--- config.mk ---
export PLATFORM = sky130hd
export DESIGN_NAME = cmd_frame_assembler
export DESIGN_NICKNAME = d
export VERILOG_FILES = /design/src/rtl/cmd_frame_assembler.sv
export SDC_FILE = /design/constraint.sdc
export NUM_CORES = 1
export LEC_CHECK = 0
export BUFFER_PORTS_ARGS = -buffer_cell sky130_fd_sc_hd__buf_4
export CAP_MARGIN = 25
export CELL_PAD_IN_SITES_DETAIL_PLACEMENT = 0
export CELL_PAD_IN_SITES_GLOBAL_PLACEMENT = 1
export CORE_MARGIN = 2
export CORE_UTILIZATION = 35
export CTS_BUF_LIST = sky130_fd_sc_hd__clkbuf_4 sky130_fd_sc_hd__clkbuf_8
export CTS_CLUSTER_SIZE = 28
export DETAILED_ROUTE_END_ITERATION = 12
export PLACE_DENSITY = 0.77
export REMOVE_ABC_BUFFERS = 1
export SLEW_MARGIN = 20
export SYNTH_ARGS = -nofsm -noshare
export SYNTH_HDL_FRONTEND = slang
export SYNTH_SLANG_ARGS = --single-unit
--- constraint.sdc ---
create_clock -name CLK -period 1.8 [get_ports CLK]
set_input_delay 0.18 -clock CLK [delete_from_list [all_inputs] [get_ports CLK]]
set_output_delay 0.18 -clock CLK [all_outputs]
set_load 0.05 [all_outputs]
--- src/rtl/cmd_frame_assembler.sv ---
// cmd_frame_assembler
//
// Turns the stream of synchronized UART RX bytes in the REF_CLK domain into
// fully decoded command frames for the system controller. The frames are
// register-file write, register-file read, ALU operation with operands, and
// ALU operation without operands. One command is offered per valid/ready
// handshake. The block also reports malformed frames, inter-byte timeouts
// and overruns through a single-cycle error strobe.
//
// Ports:
//   CLK        - REF clock domain clock
//   RST        - synchronous active-high reset
//   RX_P_DATA  - synchronized received byte
//   RX_D_VLD   - single-cycle strobe, RX_P_DATA valid this cycle
//   CMD_READY  - controller accepts the held command
//   CMD_VALID  - a complete command is held on the CMD_* outputs
//   CMD_TYPE   - 0 = RF_WR, 1 = RF_RD, 2 = ALU_OP, 3 = ALU_NOP
//   CMD_ADDR   - register-file address
//   CMD_DATA   - register-file write data
//   CMD_OPA    - ALU operand A
//   CMD_OPB    - ALU operand B
//   CMD_FUN    - ALU function
//   ERR_PULSE  - single-cycle error strobe
//   ERR_CODE   - 0 = overrun, 1 = bad opcode, 2 = bad field, 3 = timeout
//   BUSY       - high whenever a frame is being collected or held
module cmd_frame_assembler #(
    parameter int DATA_WIDTH     = 8,
    parameter int ADDR_WIDTH     = 4,
    parameter int TIMEOUT_CYCLES = 1023
) (
    input  logic                  CLK,
    input  logic                  RST,
    input  logic [DATA_WIDTH-1:0] RX_P_DATA,
    input  logic                  RX_D_VLD,
    input  logic                  CMD_READY,
    output logic                  CMD_VALID,
    output logic [1:0]            CMD_TYPE,
    output logic [ADDR_WIDTH-1:0] CMD_ADDR,
    output logic [DATA_WIDTH-1:0] CMD_DATA,
    output logic [DATA_WIDTH-1:0] CMD_OPA,
    output logic [DATA_WIDTH-1:0] CMD_OPB,
    output logic [3:0]            CMD_FUN,
    output logic                  ERR_PULSE,
    output logic [1:0]            ERR_CODE,
    output logic                  BUSY
);

    localparam int CNT_WIDTH = $clog2(TIMEOUT_CYCLES + 1);
    localparam logic [CNT_WIDTH-1:0] TIMEOUT_LIMIT = CNT_WIDTH'(TIMEOUT_CYCLES);

    localparam logic [DATA_WIDTH-1:0] OP_RF_WR   = DATA_WIDTH'(8'hAA);
    localparam logic [DATA_WIDTH-1:0] OP_RF_RD   = DATA_WIDTH'(8'hBB);
    localparam logic [DATA_WIDTH-1:0] OP_ALU_OP  = DATA_WIDTH'(8'hCC);
    localparam logic [DATA_WIDTH-1:0] OP_ALU_NOP = DATA_WIDTH'(8'hDD);

    localparam logic [1:0] ERR_OVERRUN    = 2'd0;
    localparam logic [1:0] ERR_BAD_OPCODE = 2'd1;
    localparam logic [1:0] ERR_BAD_FIELD  = 2'd2;
    localparam logic [1:0] ERR_TIMEOUT    = 2'd3;

    typedef enum logic [1:0] {
        CMD_RF_WR   = 2'd0,
        CMD_RF_RD   = 2'd1,
        CMD_ALU_OP  = 2'd2,
        CMD_ALU_NOP = 2'd3
    } cmd_type_t;

    typedef enum logic [2:0] {
        IDLE,
        GET_ADDR,
        GET_DATA,
        GET_OPA,
        GET_OPB,
        GET_FUN,
        HOLD
    } state_t;

    state_t                  state;
    cmd_type_t               frame_type;
    logic [ADDR_WIDTH-1:0]   addr_stage;
    logic [DATA_WIDTH-1:0]   opa_stage;
    logic [DATA_WIDTH-1:0]   opb_stage;
    logic [CNT_WIDTH-1:0]    to_count;

    logic                    addr_bad;
    logic                    fun_bad;

    // Field legality of the incoming byte, used only in the states that
    // expect an address or a function byte.
    assign addr_bad = |(RX_P_DATA >> ADDR_WIDTH);
    assign fun_bad  = |RX_P_DATA[DATA_WIDTH-1:4];

    // Frame sequencer. Intermediate fields are staged internally so the
    // CMD_* outputs only change when a frame completes; a dropped frame
    // therefore leaves the previously delivered command untouched.
    always_ff @(posedge CLK) begin
        if (RST) begin
            state      <= IDLE;
            frame_type <= CMD_RF_WR;
            addr_stage <= '0;
            opa_stage  <= '0;
            opb_stage  <= '0;
            to_count   <= '0;
            CMD_VALID  <= 1'b0;
            CMD_TYPE   <= '0;
            CMD_ADDR   <= '0;
            CMD_DATA   <= '0;
            CMD_OPA    <= '0;
            CMD_OPB    <= '0;
            CMD_FUN    <= '0;
            ERR_PULSE  <= 1'b0;
            ERR_CODE   <= '0;
            BUSY       <= 1'b0;
        end else begin
            ERR_PULSE <= 1'b0;

            if (state == IDLE) begin
                to_count <= '0;
                if (RX_D_VLD) begin
                    BUSY <= 1'b1;
                    case (RX_P_DATA)
                        OP_RF_WR: begin
                            frame_type <= CMD_RF_WR;
                            state      <= GET_ADDR;
                        end
                        OP_RF_RD: begin
                            frame_type <= CMD_RF_RD;
                            state      <= GET_ADDR;
                        end
                        OP_ALU_OP: begin
                            frame_type <= CMD_ALU_OP;
                            state      <= GET_OPA;
                        end
                        OP_ALU_NOP: begin
                            frame_type <= CMD_ALU_NOP;
                            state      <= GET_FUN;
                        end
                        default: begin
                            BUSY      <= 1'b0;
                            ERR_PULSE <= 1'b1;
                            ERR_CODE  <= ERR_BAD_OPCODE;
                        end
                    endcase
                end
            end else if (state == HOLD) begin
                // A byte here is lost even on the handshake cycle; the held
                // command itself is never modified by it.
                if (RX_D_VLD) begin
                    ERR_PULSE <= 1'b1;
                    ERR_CODE  <= ERR_OVERRUN;
                end
                if (CMD_READY) begin
                    CMD_VALID <= 1'b0;
                    state     <= IDLE;
                    BUSY      <= 1'b0;
                end
            end else begin
                // Collecting a frame: a byte always wins over a timeout
                // that would expire in the same cycle.
                if (RX_D_VLD) begin
                    to_count <= '0;
                    case (state)
                        GET_ADDR: begin
                            if (addr_bad) begin
                                ERR_PULSE <= 1'b1;
                                ERR_CODE  <= ERR_BAD_FIELD;
                                state     <= IDLE;
                                BUSY      <= 1'b0;
                            end else if (frame_type == CMD_RF_RD) begin
                                CMD_TYPE  <= CMD_RF_RD;
                                CMD_ADDR  <= RX_P_DATA[ADDR_WIDTH-1:0];
                                CMD_VALID <= 1'b1;
                                state     <= HOLD;
                            end else begin
                                addr_stage <= RX_P_DATA[ADDR_WIDTH-1:0];
                                state      <= GET_DATA;
                            end
                        end
                        GET_DATA: begin
                            CMD_TYPE  <= CMD_RF_WR;
                            CMD_ADDR  <= addr_stage;
                            CMD_DATA  <= RX_P_DATA;
                            CMD_VALID <= 1'b1;
                            state     <= HOLD;
                        end
                        GET_OPA: begin
                            opa_stage <= RX_P_DATA;
                            state     <= GET_OPB;
                        end
                        GET_OPB: begin
                            opb_stage <= RX_P_DATA;
                            state     <= GET_FUN;
                        end
                        GET_FUN: begin
                            if (fun_bad) begin
                                ERR_PULSE <= 1'b1;
                                ERR_CODE  <= ERR_BAD_FIELD;
                                state     <= IDLE;
                                BUSY      <= 1'b0;
                            end else begin
                                CMD_FUN   <= RX_P_DATA[3:0];
                                CMD_VALID <= 1'b1;
                                state     <= HOLD;
                                if (frame_type == CMD_ALU_OP) begin
                                    CMD_TYPE <= CMD_ALU_OP;
                                    CMD_OPA  <= opa_stage;
                                    CMD_OPB  <= opb_stage;
                                end else begin
                                    CMD_TYPE <= CMD_ALU_NOP;
                                end
                            end
                        end
                        default: begin
                        end
                    endcase
                end else if (to_count == TIMEOUT_LIMIT) begin
                    ERR_PULSE <= 1'b1;
                    ERR_CODE  <= ERR_TIMEOUT;
                    state     <= IDLE;
                    BUSY      <= 1'b0;
                    to_count  <= '0;
                end else begin
                    to_count <= to_count + CNT_WIDTH'(1);
                end
            end
        end
    end

endmodule

==> results of run 1 <==
==> logic make-up after synthesis <==
kind of cell | share of synthesized area
compound gates | 0.165
xor+xnor | 0.00804
fa+ha+maj | 0.0183
buf+inv | 0.0537
flops | 0.433
mux | 0.0878
simple gates | 0.234
==> state kept, by name, summed over array words and instances, names as in the netlist, 3 cells and up <==
register	flops
opb_stage	8
state	3
opa_stage	8
CMD_OPA	8
CMD_ADDR	4
addr_stage	4
CMD_FUN	4
CMD_OPB	8
CMD_DATA	8
to_count	10
==> cell type report <==
cell class                      count  area share
Timing Repair Buffer               93       0.157
Multi-Input combinational cell    283       0.422
Clock buffer                       10      0.0291
Sequential cell                    74       0.330
Tap cell                          133      0.0368
Inverter                            6     0.00498
Clock inverter                      6      0.0199
==> cell usage in the layout, fill, tap and decap left out, types with 3 or more instances in the layout <==
cell,synthesis,final
buf_4,2,92
dfxtp_1,74,66
nand2_1,60,59
nor2_1,50,48
a21oi_1,38,37
mux2i_1,30,30
nand3_1,12,10
o21ai_0,10,10
clkbuf_8,2,9
dfxtp_2,0,8
inv_1,6,6
nor3_1,5,5
nand4_1,5,5
nor2b_1,5,4
a311oi_1,4,4
and3_1,3,3
and2_1,4,3
nand2b_1,4,3
a31oi_1,3,3
a211oi_1,5,3
a22oi_1,3,3
==> worst max-delay path by stage <==
stage               slack, ns   startpoint          end  cells past startpoint
finish                   0.02  to_count[1]     state[1]                      6
CTS                     0.009     state[0]     state[1]                      8
floorplan               -0.16     state[0]  ERR_CODE[0]                      7
detailed placement      -0.07     state[0]  ERR_CODE[0]                      7
global placement        -0.08     state[0]  ERR_CODE[0]                      7
global route            -0.06  to_count[1]     state[1]                      6
==> worst max-delay path: stages (launching register included) <==
cell	delay, ns
dfxtp_2	0.36
ha_4	0.15
nand3_4	0.10
o31a_4	0.31
a2111oi_4	0.41
o2111ai_1	0.17
o211a_1	0.17
==> power groups by stage <==
stage	Sequential [W]	Clock, W	Combinational [W]
after CTS	0.00166	0.00151	0.000442
final	0.00166	0.00147	0.000478
after global placement	0.00170	0	0.000433
after global routing	0.00167	0.00157	0.000515
after floorplan	0.00173	0	0.000190
after detailed placement	0.00170	0	0.000436
==> layer usage <==
metal	up-vias	part of all wire
met2	75	0.47
li1	1520	-
met4	0	0.017
met3	16	0.044
met5	-	0
met1	1447	0.46
==> timing repair <==
item | CTS | global route
setup endpoints to repair | 7 | 46
buffers inserted | 1 | 2
hold buffers | 0 | 0
pin swaps | 3 | 10
gates resized for setup | 6 | 30
==> metrics by stage <==
stage / setup WS (ns) / instance area [sq um] / hold WS [ns] / power [W]
after floorplan: -0.156 / 3260 / 0.249 / 0.00192
after global placement: -0.0809 / 4120 / 0.410 / 0.00213
after detailed placement: -0.0660 / 4120 / 0.416 / 0.00213
after CTS: 0.00926 / 4370 / 0.0461 / 0.00361
after global routing: -0.0646 / 4520 / 0.0592 / 0.00375
final: 0.0231 / 4520 / 0.0545 / 0.00361
==> qor.yml, run 1 <==
grt-ovfl-total: 0
r2r_start: "to_count[1]"
powerDensity_nw_per_um2: 799
cellLeakagePower_nw: 1.93
die_w_um: 103
num_rows: 36
grt_max_degree: 51
fin_crit_sh: 0.987
grt_util_met1: 0.222
status: "complete, no violations"
hp-start: "CMD_READY"
path_class: "reg2reg"
yosys-top-cells-area: "dfxtp_1 43%, mux2i_1 8.8%, nand2_1 6.6%"
syn_area_per_cell_sq_um: 8.87
syn-cell-area_sq_um: 3420
p_comb_frac: 0.132
areaGrowthSynthToFinish_pct: 32.1
fin_tns_setup_ns: 0
wl_per_cell_um: 14.5
met2_usage: 0.274
r2r_setup_slack_ns: 0.02
ff2ff_path_depth: 6
antenna_left: 0
reg2reg_to: "state[1]"
hold_path_depth: 2
tritoncts: "done"
viasPerCell: 5.05
worstPathRequired_ns: 2.05
seqPwrFrac: 0.460
drc: 0
drive_gt1_frac: 0.318
crit_arrival_ns: 2.02
first_iter_violations: 121
vias: 3058
ys_seq_area_frac: 0.433
die_h_um: 103
min_to: "CMD_VALID"
yosys_warnings: 0
synth_flop_cell: "dfxtp_1"
clockBufferDepth: 2
die_area_sq_um: 10600
ys_async_sr_fraction: 0
synth_edf_count: 0
start_util: 0.355
clock.fmax_ghz: 0.563
switchingPower_w: 0.000963
relSlewSlack: 0.644
tightestPinTransition_ns: 0.534
fin_crit_ns: 1.78
cts_buffers: 9
ios: 51
nFillCells: 975
dp_hpwl_um: 6150
htreeDepth: 3
rsz0062_at_grt: "true"
n_antenna_cell: 0
slew_violations: 0
coreArea_sq_um: 9640
grt_use_met3: 0.0312
irDropWorstVdd_mv: 0.546
grt_pass1_wl_um: 13900
place_congestion: 0.832
critPathMaxFanout: 4
fin_skew_ns: 0.0106
fin_cells: 605
nets: 484
portBuffers: 50
yosysTopAreaCellShare: 0.433
report.final.setup_viol: 0
hold_violations: 0
yosysMostFrequentCell: "dfxtp_1"
numClockSinks: 74
clockRootBuffer: "clkbuf_8"
grt-busiest-layer: "met2"
routed_wl_um: 8780
clk_pin_slew_worst_paths_ns: 0.08
internal-power_w: 0.00265
hp-class: "in2reg"
grt_pass1_vias: 2833
dr.pass1.iters: 4
antenna_found_initial: 0
utilization: 0.469
ys_types: 56
cp-start-kind: "flop"
regArea_sq_um: 1490
clkPwrFrac: 0.407
syn_inst: 386
ys_ff_latch: 74
dp.cells: 586
endpoint_kind: "flop"
maxCapViolCount: 0
grt_use_total: 0.170
switching_share: 0.267
clock_latency_ns: 0.36
synth_area_leader_cell: "dfxtp_1"
synth_common_cells: "74 x dfxtp_1, 60 x nand2_1, 50 x nor2_1, 38 x a21oi_1, 30 x mux2i_1"
multi_input_area_sq_um: 1910
Note: power is estimated with default switching activity, not from simulation.
==> inputs of run 2 (changes only) <==
==> constraint.sdc (replaced) <==
create_clock -name CLK -period 1.8 [get_ports CLK]
set_input_delay 0.36 -clock CLK [delete_from_list [all_inputs] [get_ports CLK]]
set_output_delay 0.36 -clock CLK [all_outputs]
set_load 0.05 [all_outputs]
==> qor.yml, run 2 (synthesis gave the netlist of run 1 again) <==
hold_path_depth: 2
timing.critical_path.mode_cell: "a2111oi_4"
first_iter_violations: 90
grt-ovfl-total: 0
post-place-ws_ns: -0.0896
wl_per_cell_um: 14.5
vias: 3126
powerDensity_nw_per_um2: 776
antenna_found_initial: 0
fin_tns_setup_ns: 0
cp_top_family: "compound AO/OA/AOI/OAI gates"
rsz0062_at_grt: "true"
portBuffers: 50
tritoncts: "done"
ff2ff_path_depth: 8
largest_register: "to_count"
routed_wl_um: 9020
die_w_um: 103
dp_hpwl_um: 6580
hp-start: "CMD_READY"
dr.pass1.iters: 4
drive_gt1_frac: 0.337
crit_arrival_ns: 2.01
areaGrowthSynthToFinish_pct: 35.6
crit_chain: "inv_2 > ha_2 > buf_6 > a2111oi_4 > buf_4 > a2111oi_4 > o2111ai_1 > o211a_1"
final_common_cell: "buf_4"
endpoint_kind: "flop"
slew_violations: 0
max_stage_delay_ns: 0.34
numClockSinks: 74
grt_max_degree: 45
nets: 503
hold_violations: 0
irDropWorstVdd_mv: 0.317
fin_crit_ns: 1.77
fin_crit_sh: 0.982
clk_pin_slew_worst_paths_ns: 0.08
slowest_stage: "a2111oi_4"
grt_use_total: 0.172
worstPathRequired_ns: 2.04
critPathMaxFanout: 8
setup_slack_ns: 0.0324
n_antenna_cell: 0
clock_latency_ns: 0.34
cts_buffers: 9
maxCapViolCount: 0
clock.fmax_ghz: 0.566
clockBufferDepth: 2
ios: 51
fin_skew_ns: 0.0112
viasPerCell: 5.02
hp-class: "in2reg"
grt_pass1_vias: 2930
die_h_um: 103
cts_hold_buf: 0
reg2reg_to: "state[1]"
status: "complete, no violations"
coreArea_sq_um: 9640
relSlewSlack: 0.709
antenna_left: 0
tightestPinTransition_ns: 0.437
r2r_setup_slack_ns: 0.03
num_rows: 36
mostFrequentLayoutCells: "109 x buf_4, 69 x dfxtp_1, 58 x nand2_1"
grt_pass1_wl_um: 14200
cellLeakagePower_nw: 1.99
drc: 0
report.final.setup_viol: 0
clockRootBuffer: "clkbuf_8"
die_area_sq_um: 10600
min_to: "CMD_VALID"
path_buf_inv: 3
htreeDepth: 3
hold_slack_ns: 0.246
cp-start-kind: "flop"
path_class: "reg2reg"
r2r_start: "state[0]"
start_util: 0.355
place_congestion: 0.821
largest_reg_flops: 10
[run 2: cell count changes in the layout (fill, tap and decap cells not counted), moves of 2 or more]
cell | previous run | this run
a211oi_1 | 3 | 5
a211oi_2 | 2 | 0
buf_4 | 92 | 109
dfxtp_1 | 66 | 69
dfxtp_2 | 8 | 5
ha_1 | 2 | 0
ha_4 | 2 | 4
inv_1 | 6 | 4
inv_2 | 0 | 2
nand2_2 | 1 | 3
nor2b_2 | 0 | 2
[run 2: through the flow]
stage / cells / cell area (sq um) / total power [W] / util
after CTS: 622 / 4510 / 0.00359 / 0.468
final: 623 / 4640 / 0.00360 / 0.481
after floorplan: 363 / 3260 / 0.00192 / -
after detailed placement: 607 / 4290 / 0.00217 / 0.445
after global placement: 607 / 4290 / 0.00217 / 0.445
after global routing: 623 / 4640 / 0.00375 / 0.481
[run 2: repair_timing]
| item | 4_1_cts | 5_1_grt |
|---|---|---|
| setup buffers | 0 | 1 |
| endpoints found under the setup margin | 8 | 43 |
| pin swaps | 3 | 2 |
| gates resized for setup | 5 | 27 |
[run 2: how the worst max path moves through the flow]
stage                              to  depth (start not counted)  slack [ns]          from
final                        state[1]                          8        0.03      state[0]
after global routing         state[1]                          8       -0.03      state[0]
after CTS                    state[1]                          6       -0.04   to_count[0]
after detailed placement     state[1]                          6       -0.09  RX_P_DATA[5]
after global placement       state[1]                          6       -0.04  RX_P_DATA[5]
after floorplan           ERR_CODE[0]                          7       -0.16      state[0]
[run 2: layout make-up]
type	instances	area, sq um
clock inverter	5	80.1
fill	959	5000
multi-input combinational	283	1880
clock buffer	10	131
inverter	6	22.5
timing repair buffer	112	870
sequential	74	1490
tap	133	166
[run 2: routing by layer]
metal  wire, um  GRT usage  up-vias  share of wire
li1           -          -     1552              -
met1       4160      0.232     1493           0.46
met2       4280      0.271       68           0.47
met3        433     0.0373       13          0.048
met4        146     0.0597        0          0.016
met5          0          0        -              0
[run 2: report_power, final]
part | internal (W) | switching (W)
registers | 0.00165 | 0.0000114
logic | 0.000234 | 0.000290
clock network | 0.000787 | 0.000623
